==> config.mk <==
export PLATFORM = sky130hd
export DESIGN_NAME = csr_regfile_flat
export DESIGN_NICKNAME = d
export VERILOG_FILES = /design/src/rtl/csr_regfile_if.sv /design/src/rtl/csr_regfile.sv /design/src/flat_wrapper.sv
export SDC_FILE = /design/constraint.sdc
export NUM_CORES = 1
export LEC_CHECK = 0
export ABC_AREA = 0
export BUFFER_PORTS_ARGS = -buffer_cell sky130_fd_sc_hd__clkbuf_2
export CORE_ASPECT_RATIO = 1.4
export CORE_UTILIZATION = 45
export DETAILED_ROUTE_END_ITERATION = 16
export GPL_TIMING_DRIVEN = 0
export HOLD_SLACK_MARGIN = 0.12
export PLACE_DENSITY = 0.75
export SYNTH_ARGS = -nofsm -noshare
export SYNTH_HDL_FRONTEND = slang
export SYNTH_SLANG_ARGS = --single-unit
export TNS_END_PERCENT = 20
==> constraint.sdc <==
create_clock -name Clk -period 4.6 [get_ports Clk]
set_input_delay 0.92 -clock Clk [delete_from_list [all_inputs] [get_ports Clk]]
set_output_delay 0.92 -clock Clk [all_outputs]
set_load 0.01 [all_outputs]
==> src/rtl/csr_regfile_if.sv <==
// CSR regfile bus: commit-side write/event strobes, read port, and the
// architectural state views consumed by fetch and interrupt logic.
interface csr_regfile_if #(
  parameter int DATA_W = 32
);
  logic              WEn;
  logic [13:0]       WAddr;
  logic [DATA_W-1:0] WDate;
  logic [DATA_W-1:0] WMask;
  logic [13:0]       RAddr;
  logic [DATA_W-1:0] RData;
  logic              ExcpValid;
  logic [5:0]        ExcpEcode;
  logic [DATA_W-1:0] ExcpPc;
  logic              ExcpBadvValid;
  logic [DATA_W-1:0] ExcpBadv;
  logic              ErtnValid;
  logic [7:0]        HwIntIn;
  logic [DATA_W-1:0] EentryPc;
  logic [DATA_W-1:0] EraPc;
  logic [1:0]        CrmdPlv;
  logic              CrmdIe;
  logic              IntReq;

  modport master (
    output WEn, WAddr, WDate, WMask, RAddr,
    output ExcpValid, ExcpEcode, ExcpPc, ExcpBadvValid, ExcpBadv,
    output ErtnValid, HwIntIn,
    input  RData, EentryPc, EraPc, CrmdPlv, CrmdIe, IntReq
  );

  modport slave (
    input  WEn, WAddr, WDate, WMask, RAddr,
    input  ExcpValid, ExcpEcode, ExcpPc, ExcpBadvValid, ExcpBadv,
    input  ErtnValid, HwIntIn,
    output RData, EentryPc, EraPc, CrmdPlv, CrmdIe, IntReq
  );
endinterface

==> src/rtl/csr_regfile.sv <==
// LoongArch CSR storage: masked software writes, combinational read port,
// exception/ertn state updates, countdown timer and interrupt request.
module csr_regfile #(
  parameter int DATA_W   = 32,
  parameter int SAVE_NUM = 4,
  parameter int TIMER_W  = 32
) (
  input  logic         Clk,
  input  logic         Rest,
  csr_regfile_if.slave bus
);

  localparam logic [13:0] A_CRMD   = 14'h000;
  localparam logic [13:0] A_PRMD   = 14'h001;
  localparam logic [13:0] A_ECTL   = 14'h004;
  localparam logic [13:0] A_ESTAT  = 14'h005;
  localparam logic [13:0] A_ERA    = 14'h006;
  localparam logic [13:0] A_BADV   = 14'h007;
  localparam logic [13:0] A_EENTRY = 14'h00C;
  localparam logic [13:0] A_SAVE0  = 14'h030;
  localparam logic [13:0] A_TID    = 14'h040;
  localparam logic [13:0] A_TCFG   = 14'h041;
  localparam logic [13:0] A_TVAL   = 14'h042;
  localparam logic [13:0] A_TICLR  = 14'h044;

  localparam logic [TIMER_W-1:0] TVAL_ONE = 1;

  // Bit-masked merge shared by csrwr (all-ones mask) and csrxchg.
  function automatic logic [DATA_W-1:0] masked_wr(
    input logic [DATA_W-1:0] old_val,
    input logic [DATA_W-1:0] data,
    input logic [DATA_W-1:0] mask
  );
    return (old_val & ~mask) | (data & mask);
  endfunction

  logic [1:0]          crmd_plv;
  logic                crmd_ie;
  logic [1:0]          prmd_pplv;
  logic                prmd_pie;
  logic [12:0]         ectl_lie;
  logic [12:0]         estat_is;
  logic [5:0]          estat_ecode;
  logic [DATA_W-1:0]   era;
  logic [DATA_W-1:0]   badv;
  logic [DATA_W-1:7+5] eentry_hi;
  logic [11:6]         eentry_lo;
  logic [DATA_W-1:0]   save [SAVE_NUM];
  logic [DATA_W-1:0]   tid;
  logic                tcfg_en;
  logic                tcfg_per;
  logic [TIMER_W-1:2]  tcfg_init;
  logic [TIMER_W-1:0]  tval;

  logic [DATA_W-1:6]   eentry_va;
  assign eentry_va = {eentry_hi, eentry_lo};

  logic wr_crmd, wr_prmd, wr_ectl, wr_estat, wr_era, wr_badv;
  logic wr_eentry, wr_tid, wr_tcfg, ticlr_clr, timer_fire;
  logic                tcfg_en_n;
  logic                tcfg_per_n;
  logic [TIMER_W-1:2]  tcfg_init_n;
  logic [DATA_W-1:6]   eentry_va_n;
  logic [DATA_W-1:0]   rd;

  assign wr_crmd   = bus.WEn && (bus.WAddr == A_CRMD);
  assign wr_prmd   = bus.WEn && (bus.WAddr == A_PRMD);
  assign wr_ectl   = bus.WEn && (bus.WAddr == A_ECTL);
  assign wr_estat  = bus.WEn && (bus.WAddr == A_ESTAT);
  assign wr_era    = bus.WEn && (bus.WAddr == A_ERA);
  assign wr_badv   = bus.WEn && (bus.WAddr == A_BADV);
  assign wr_eentry = bus.WEn && (bus.WAddr == A_EENTRY);
  assign wr_tid    = bus.WEn && (bus.WAddr == A_TID);
  assign wr_tcfg   = bus.WEn && (bus.WAddr == A_TCFG);
  assign ticlr_clr = bus.WEn && (bus.WAddr == A_TICLR) && bus.WDate[0] && bus.WMask[0];

  // A TCFG write restarts the countdown, so the timer only expires when TCFG is untouched.
  assign timer_fire = tcfg_en && !wr_tcfg && (tval == '0);

  // Post-write values of fields that feed more than one register.
  always_comb begin
    tcfg_en_n   = 1'(masked_wr(DATA_W'(tcfg_en), bus.WDate, bus.WMask));
    tcfg_per_n  = 1'(masked_wr(DATA_W'(tcfg_per), bus.WDate >> 1, bus.WMask >> 1));
    tcfg_init_n = (TIMER_W-2)'(masked_wr(DATA_W'(tcfg_init), bus.WDate >> 2, bus.WMask >> 2));
    eentry_va_n = (DATA_W-6)'(masked_wr(DATA_W'(eentry_va), bus.WDate >> 6, bus.WMask >> 6));
  end

  // Trap-related state: exception beats ertn beats software writes.
  always_ff @(posedge Clk) begin
    if (!Rest) begin
      crmd_plv    <= '0;
      crmd_ie     <= 1'b0;
      prmd_pplv   <= '0;
      prmd_pie    <= 1'b0;
      era         <= '0;
      badv        <= '0;
      estat_ecode <= '0;
    end else if (bus.ExcpValid) begin
      prmd_pplv   <= crmd_plv;
      prmd_pie    <= crmd_ie;
      crmd_plv    <= 2'b00;
      crmd_ie     <= 1'b0;
      era         <= bus.ExcpPc;
      estat_ecode <= bus.ExcpEcode;
      if (bus.ExcpBadvValid) badv <= bus.ExcpBadv;
    end else if (bus.ErtnValid) begin
      crmd_plv <= prmd_pplv;
      crmd_ie  <= prmd_pie;
    end else begin
      if (wr_crmd) {crmd_ie, crmd_plv} <= 3'(masked_wr(DATA_W'({crmd_ie, crmd_plv}), bus.WDate, bus.WMask));
      if (wr_prmd) {prmd_pie, prmd_pplv} <= 3'(masked_wr(DATA_W'({prmd_pie, prmd_pplv}), bus.WDate, bus.WMask));
      if (wr_era)  era  <= masked_wr(era, bus.WDate, bus.WMask);
      if (wr_badv) badv <= masked_wr(badv, bus.WDate, bus.WMask);
    end
  end

  // Plain software-only registers, unaffected by exceptions.
  always_ff @(posedge Clk) begin
    if (!Rest) begin
      ectl_lie  <= '0;
      eentry_hi <= '0;
      eentry_lo <= '0;
      tid       <= '0;
      for (int i = 0; i < SAVE_NUM; i++) save[i] <= '0;
    end else begin
      if (wr_ectl)   ectl_lie <= 13'(masked_wr(DATA_W'(ectl_lie), bus.WDate, bus.WMask));
      if (wr_eentry) {eentry_hi, eentry_lo} <= eentry_va_n;
      if (wr_tid)    tid <= masked_wr(tid, bus.WDate, bus.WMask);
      for (int i = 0; i < SAVE_NUM; i++) begin
        if (bus.WEn && (bus.WAddr == A_SAVE0 + 14'(i))) save[i] <= masked_wr(save[i], bus.WDate, bus.WMask);
      end
    end
  end

  // Timer countdown and interrupt status; expiry wins over a same-cycle TICLR.
  always_ff @(posedge Clk) begin
    if (!Rest) begin
      tcfg_en   <= 1'b0;
      tcfg_per  <= 1'b0;
      tcfg_init <= '0;
      tval      <= '0;
      estat_is  <= '0;
    end else begin
      if (wr_tcfg) begin
        tcfg_en   <= tcfg_en_n;
        tcfg_per  <= tcfg_per_n;
        tcfg_init <= tcfg_init_n;
        tval      <= {tcfg_init_n, 2'b00};
      end else if (tcfg_en) begin
        if (tval != '0)    tval    <= tval - TVAL_ONE;
        else if (tcfg_per) tval    <= {tcfg_init, 2'b00};
        else               tcfg_en <= 1'b0;
      end
      if (wr_estat) estat_is[1:0] <= 2'(masked_wr(DATA_W'(estat_is[1:0]), bus.WDate, bus.WMask));
      estat_is[9:2] <= bus.HwIntIn;
      estat_is[10]  <= 1'b0;
      estat_is[12]  <= 1'b0;
      if (timer_fire)     estat_is[11] <= 1'b1;
      else if (ticlr_clr) estat_is[11] <= 1'b0;
    end
  end

  // Read port: pre-write register state, unimplemented bits and addresses read 0.
  always_comb begin
    rd = '0;
    case (bus.RAddr)
      A_CRMD:   rd[2:0] = {crmd_ie, crmd_plv};
      A_PRMD:   rd[2:0] = {prmd_pie, prmd_pplv};
      A_ECTL:   rd[12:0] = ectl_lie;
      A_ESTAT:  begin
        rd[12:0]  = estat_is;
        rd[21:16] = estat_ecode;
      end
      A_ERA:    rd = era;
      A_BADV:   rd = badv;
      A_EENTRY: rd = {eentry_va, 6'b000000};
      A_TID:    rd = tid;
      A_TCFG:   rd[TIMER_W-1:0] = {tcfg_init, tcfg_per, tcfg_en};
      A_TVAL:   rd[TIMER_W-1:0] = tval;
      default:  rd = '0;
    endcase
    for (int i = 0; i < SAVE_NUM; i++) begin
      if (bus.RAddr == A_SAVE0 + 14'(i)) rd = save[i];
    end
  end

  assign bus.RData    = rd;
  assign bus.EentryPc = {eentry_va, 6'b000000};
  assign bus.EraPc    = era;
  assign bus.CrmdPlv  = crmd_plv;
  assign bus.CrmdIe   = crmd_ie;
  assign bus.IntReq   = crmd_ie & (|(estat_is & ectl_lie));

endmodule

==> src/flat_wrapper.sv <==
// flat-port wrapper written by rule: the top's interface ports become plain ports
module csr_regfile_flat 
#(
  parameter int DATA_W   = 32,
  parameter int SAVE_NUM = 4,
  parameter int TIMER_W  = 32
)
  (Clk, Rest, bus_WEn, bus_WAddr, bus_WDate, bus_WMask, bus_RAddr, bus_ExcpValid, bus_ExcpEcode, bus_ExcpPc, bus_ExcpBadvValid, bus_ExcpBadv, bus_ErtnValid, bus_HwIntIn, bus_RData, bus_EentryPc, bus_EraPc, bus_CrmdPlv, bus_CrmdIe, bus_IntReq);
  csr_regfile_if #(.DATA_W(DATA_W)) bus_i ();
  input  logic Clk;
  input  logic Rest;
  input wire logic [$bits(bus_i.WEn)-1:0] bus_WEn;
  input wire logic [$bits(bus_i.WAddr)-1:0] bus_WAddr;
  input wire logic [$bits(bus_i.WDate)-1:0] bus_WDate;
  input wire logic [$bits(bus_i.WMask)-1:0] bus_WMask;
  input wire logic [$bits(bus_i.RAddr)-1:0] bus_RAddr;
  input wire logic [$bits(bus_i.ExcpValid)-1:0] bus_ExcpValid;
  input wire logic [$bits(bus_i.ExcpEcode)-1:0] bus_ExcpEcode;
  input wire logic [$bits(bus_i.ExcpPc)-1:0] bus_ExcpPc;
  input wire logic [$bits(bus_i.ExcpBadvValid)-1:0] bus_ExcpBadvValid;
  input wire logic [$bits(bus_i.ExcpBadv)-1:0] bus_ExcpBadv;
  input wire logic [$bits(bus_i.ErtnValid)-1:0] bus_ErtnValid;
  input wire logic [$bits(bus_i.HwIntIn)-1:0] bus_HwIntIn;
  output wire logic [$bits(bus_i.RData)-1:0] bus_RData;
  output wire logic [$bits(bus_i.EentryPc)-1:0] bus_EentryPc;
  output wire logic [$bits(bus_i.EraPc)-1:0] bus_EraPc;
  output wire logic [$bits(bus_i.CrmdPlv)-1:0] bus_CrmdPlv;
  output wire logic [$bits(bus_i.CrmdIe)-1:0] bus_CrmdIe;
  output wire logic [$bits(bus_i.IntReq)-1:0] bus_IntReq;
  assign bus_i.WEn = bus_WEn;
  assign bus_i.WAddr = bus_WAddr;
  assign bus_i.WDate = bus_WDate;
  assign bus_i.WMask = bus_WMask;
  assign bus_i.RAddr = bus_RAddr;
  assign bus_i.ExcpValid = bus_ExcpValid;
  assign bus_i.ExcpEcode = bus_ExcpEcode;
  assign bus_i.ExcpPc = bus_ExcpPc;
  assign bus_i.ExcpBadvValid = bus_ExcpBadvValid;
  assign bus_i.ExcpBadv = bus_ExcpBadv;
  assign bus_i.ErtnValid = bus_ErtnValid;
  assign bus_i.HwIntIn = bus_HwIntIn;
  assign bus_RData = bus_i.RData;
  assign bus_EentryPc = bus_i.EentryPc;
  assign bus_EraPc = bus_i.EraPc;
  assign bus_CrmdPlv = bus_i.CrmdPlv;
  assign bus_CrmdIe = bus_i.CrmdIe;
  assign bus_IntReq = bus_i.IntReq;
  csr_regfile #(.DATA_W(DATA_W), .SAVE_NUM(SAVE_NUM), .TIMER_W(TIMER_W)) u_core (.Clk(Clk), .Rest(Rest), .bus(bus_i));
endmodule
==> results.toml <==
[route]
wire_per_inst_um = 31.66
drtIter0Drc = 3131
viasPerCell = 6.889
dr.pass1.iters = 6
vias = 21010
drc_errors = 0
drt.antenna.violating_nets = 0
drt-total-wl_um = 96580

[yosys]
number_of_enable_type_register_cells_in_the_synthesized_netlist = 128
portion_of_netlist_area_occupied_by_mux_cells_pct = 6.515
sequential_share_of_the_synthesized_area_pct = 43.42
yosys.area_share.adder_pct = 0.06555
yosys_warnings = 0
netlist-cell-type-count = 78
most_frequent_cells_after_synthesis = "sky130_fd_sc_hd__nand2_1 (284), sky130_fd_sc_hd__a21oi_1 (276), sky130_fd_sc_hd__dfxtp_1 (222)"
netlist.area_leader.share_pct = 23.28
yosys.cell_count.top_type = "sky130_fd_sc_hd__nand2_1"
syn_inst = 2160
synth-seq-cells = 350
synth_area_in_compound_gates_pct = 25.64
synth_top_family_by_area = "compound AO/OA/AOI/OAI gates"
ys.flop_type = "sky130_fd_sc_hd__dfxtp_1"
synthTopCellsByArea = "sky130_fd_sc_hd__dfxtp_1 (23%), sky130_fd_sc_hd__edfxtp_1 (20%), sky130_fd_sc_hd__a21oi_1 (7.2%)"
postSynthAreaPerCell_sq_um = 8.837
synth-xor-area-share_pct = 0.4130
simple_gate_area_share_of_the_yosys_netlist_pct = 19.19
netlist.top_cell.by_area = "sky130_fd_sc_hd__dfxtp_1"
synthArstFlopShare_pct = 0
post_synth_instance_area_sq_um = 19090

[critical_path]
timing.rr.start = "u_core.tval[0]$_SDFFE_PP0P_"
critical_path.max_stage_delay_ps = 500
critical_path_arrival_ps = 3730
worst_path_most_repeated_cell = "sky130_fd_sc_hd__clkbuf_2"
reg2reg_setup_slack_ps = 1180
startpoint = "bus_RAddr[7]"
cp-endpoint = "bus_RData[15]"
timing.critical_path.required_ps = 3680
critical_path_cell_count = 9
critical_path_capture_point_type = "primary output"
critPathBufInv = 3
critical_path_class = "in -> out"
critical_path.top_delay_family = "simple AND/OR/NAND/NOR gates"
critPathLaunchType = "input pin"
timing.reg2reg.worst_path_depth = 9
timing.critical_path.slowest_stage_cell = "sky130_fd_sc_hd__and4_2"
worstPathCellList = "clkbuf_2 > nor4_2 > and4_2 > nand2_1 > clkbuf_2 > o2111ai_1 > o211ai_1 > a21oi_1 > clkbuf_2"
cp_max_fo = 10
critical_path.reg2reg.endpoint = "u_core.tval[7]$_SDFFE_PN0P_"

[clock_network]
clock_latency_ps = 560
cts_buffer_depth = 3
cts_hold_buf = 0
cts_buffer_count = 38
clkSlewWorstSetupHoldPaths_ps = 60
cts_tree = "yes"
htree_levels = 2
clock-root-buffer = "sky130_fd_sc_hd__clkbuf_16"
cts.sink_count = 350

[timing]
fmax_ghz = 0.2152
relSlewSlack_pct = 11.26
final-setup-viol-count = 3
grt_setup_unrepaired = "true"
period_minus_slack_ps = 4646
report.final.hold_viol_count = 0
fin_worst_skew_ps = 19.28
total_negative_setup_slacks_ps = -66.40
final.period_utilization_pct = 101.0
maxSlewViolCount = 0
final.setup.worst_slack_ps = -45.83
slew_at_the_pin_closest_to_its_max_slew_limit_ps = 1331

[layout]
syn2layout_area_growth_pct = 19.03
nFillCells = 3855
layout-drive-gt1-share_pct = 20.61
summed_area_of_non_filler_cells_in_the_final_layout_sq_um = 22720
finish.cell_count_without_fillers = 3050
number_of_nets_in_the_finished_design = 2655

[die]
fp-row-count = 88
core_area_sq_um = 41510
die_height_um = 245.7
chipWidth_um = 176.1
initial_utilization_pct = 45.99
io_pins = 276
die_area_sq_um = 43260

[power]
total_power_mw = 7.281
switching_power_mw = 1.946
sequentialPowerShare_pct = 46.1
p_clk_share_pct = 44.2
leakagePower_nw = 8.559
swShare_pct = 26.73
power.density_cell_area_nw_per_um2 = 320.4
p_int_mw = 5.335
power.combinational.fraction_pct = 9.8
vdd_drop_max_mv = 0.2553

[grt]
grt_first_pass_wirelength_um = 136200
antenna_violations_before_repair = 5
grt_pass1_vias = 20380
grt.total_usage_pct = 43.95
globalRouteOverflowTotal = 0
grt_start_max_net_pins = 21

[outcome]
run_status = "finished, violations left"
violated_checks = "setup timing"

[placed_design]
numPlacedInstances = 2976
gp_routability_congestion = 1.015
detailedPlacementHpwl_um = 70170
pre_cts_ws_ps = -595.2
port_buffers = 262
postPlaceCellArea_sq_um = 21350

[min_path]
hold_path_class = "reg -> reg"

[job]
cap_violations = 0
power groups by stage:
| stage | Sequential (mW) | Clock, mW | Combinational [mW] |
|---|---|---|---|
| final | 3.35 | 3.22 | 0.712 |
| after global routing | 3.36 | 3.30 | 0.733 |
| after CTS | 3.35 | 3.18 | 0.678 |
| after detailed placement | 3.42 | 0 | 0.672 |
| after global placement | 3.42 | 0 | 0.637 |
| after floorplan | 3.41 | 0 | 0.319 |
worst min-delay path by stage:
stage	slack, ps	cells past startpoint	endpoint
2_1_floorplan	440	2	flop
3_3_place_gp	440	2	flop
3_5_place_dp	450	2	flop
4_1_cts	460	2	flop
5_1_grt	470	2	flop
6_report	460	2	flop
cell families after synthesis:
logic type | after synthesis
xor gates and xnor gates | 9
AOI/OAI and AO/OA | 737
and+or+nand+nor | 736
adders and majority gates | 1
buffers and inverters | 208
other | 1
DFF | 350
muxes | 118
final cells by class:
| class | count | area, sq um | share of cell area [%] |
|---|---|---|---|
| Multi-Input combinational cell | 1607 | 10030 | 44.14 |
| Sequential cell | 350 | 8288 | 36.48 |
| Timing Repair Buffer | 275 | 1545 | 6.801 |
| Clock buffer | 53 | 1081 | 4.758 |
| Buffer | 182 | 842.1 | 3.706 |
| Tap cell | 540 | 675.6 | 2.974 |
| Clock inverter | 17 | 163.9 | 0.7214 |
| Inverter | 24 | 90.09 | 0.3965 |
| Antenna cell | 2 | 5.005 | 0.02203 |
tightest hold or removal path: stages, from the launching register on:
cell and delay [ps]:
sky130_fd_sc_hd__dfxtp_1 310, sky130_fd_sc_hd__nand2_1 50, sky130_fd_sc_hd__a21oi_1 50
per-layer routing:
metal | up-vias | routed length, um | GRT usage, %
met5 | - | 121 | 1.042
met4 | 10 | 9610 | 37.19
met3 | 548 | 11340 | 10.84
met2 | 1841 | 42570 | 68.75
met1 | 9935 | 32940 | 50.18
li1 | 8678 | - | -
metrics by stage:
| stage | hold WS (ps) | utilization [%] |
|---|---|---|
| after floorplan | 435.9 | - |
| after global placement | 444.4 | 50.82 |
| after detailed placement | 451.6 | 51.44 |
| after CTS | 460.4 | 54.64 |
| after global routing | 474.8 | 54.73 |
| final | 460.5 | 54.74 |
layout by cell type (no fill, tap or decap), drive strengths merged, types with 9 or more instances in the layout:
master and instances:
clkinv 13, a21oi 336, mux2i 104, nand2b 132, nand2 284, edfxtp 128, and3 10, o21ai 97
and2 10, nor4 28, nor3 17, a22oi 34, nor2 122, a31oi 16, clkbuf 442, mux2 10
a211oi 50, dfxtp 222, nand3 78, o211ai 20, buf 67, o2111ai 13, a222oi 25, o221ai 34
nand4 9, o22ai 23, inv 25
what timing repair did:
action / CTS / global route
gates resized for setup: 19 / 16
gates cloned: 0 / 0
pin swaps: 2 / 0
endpoints found under the setup margin: 31 / 19
buffers inserted: 4 / 0
Note: power is estimated with default switching activity, not from simulation.
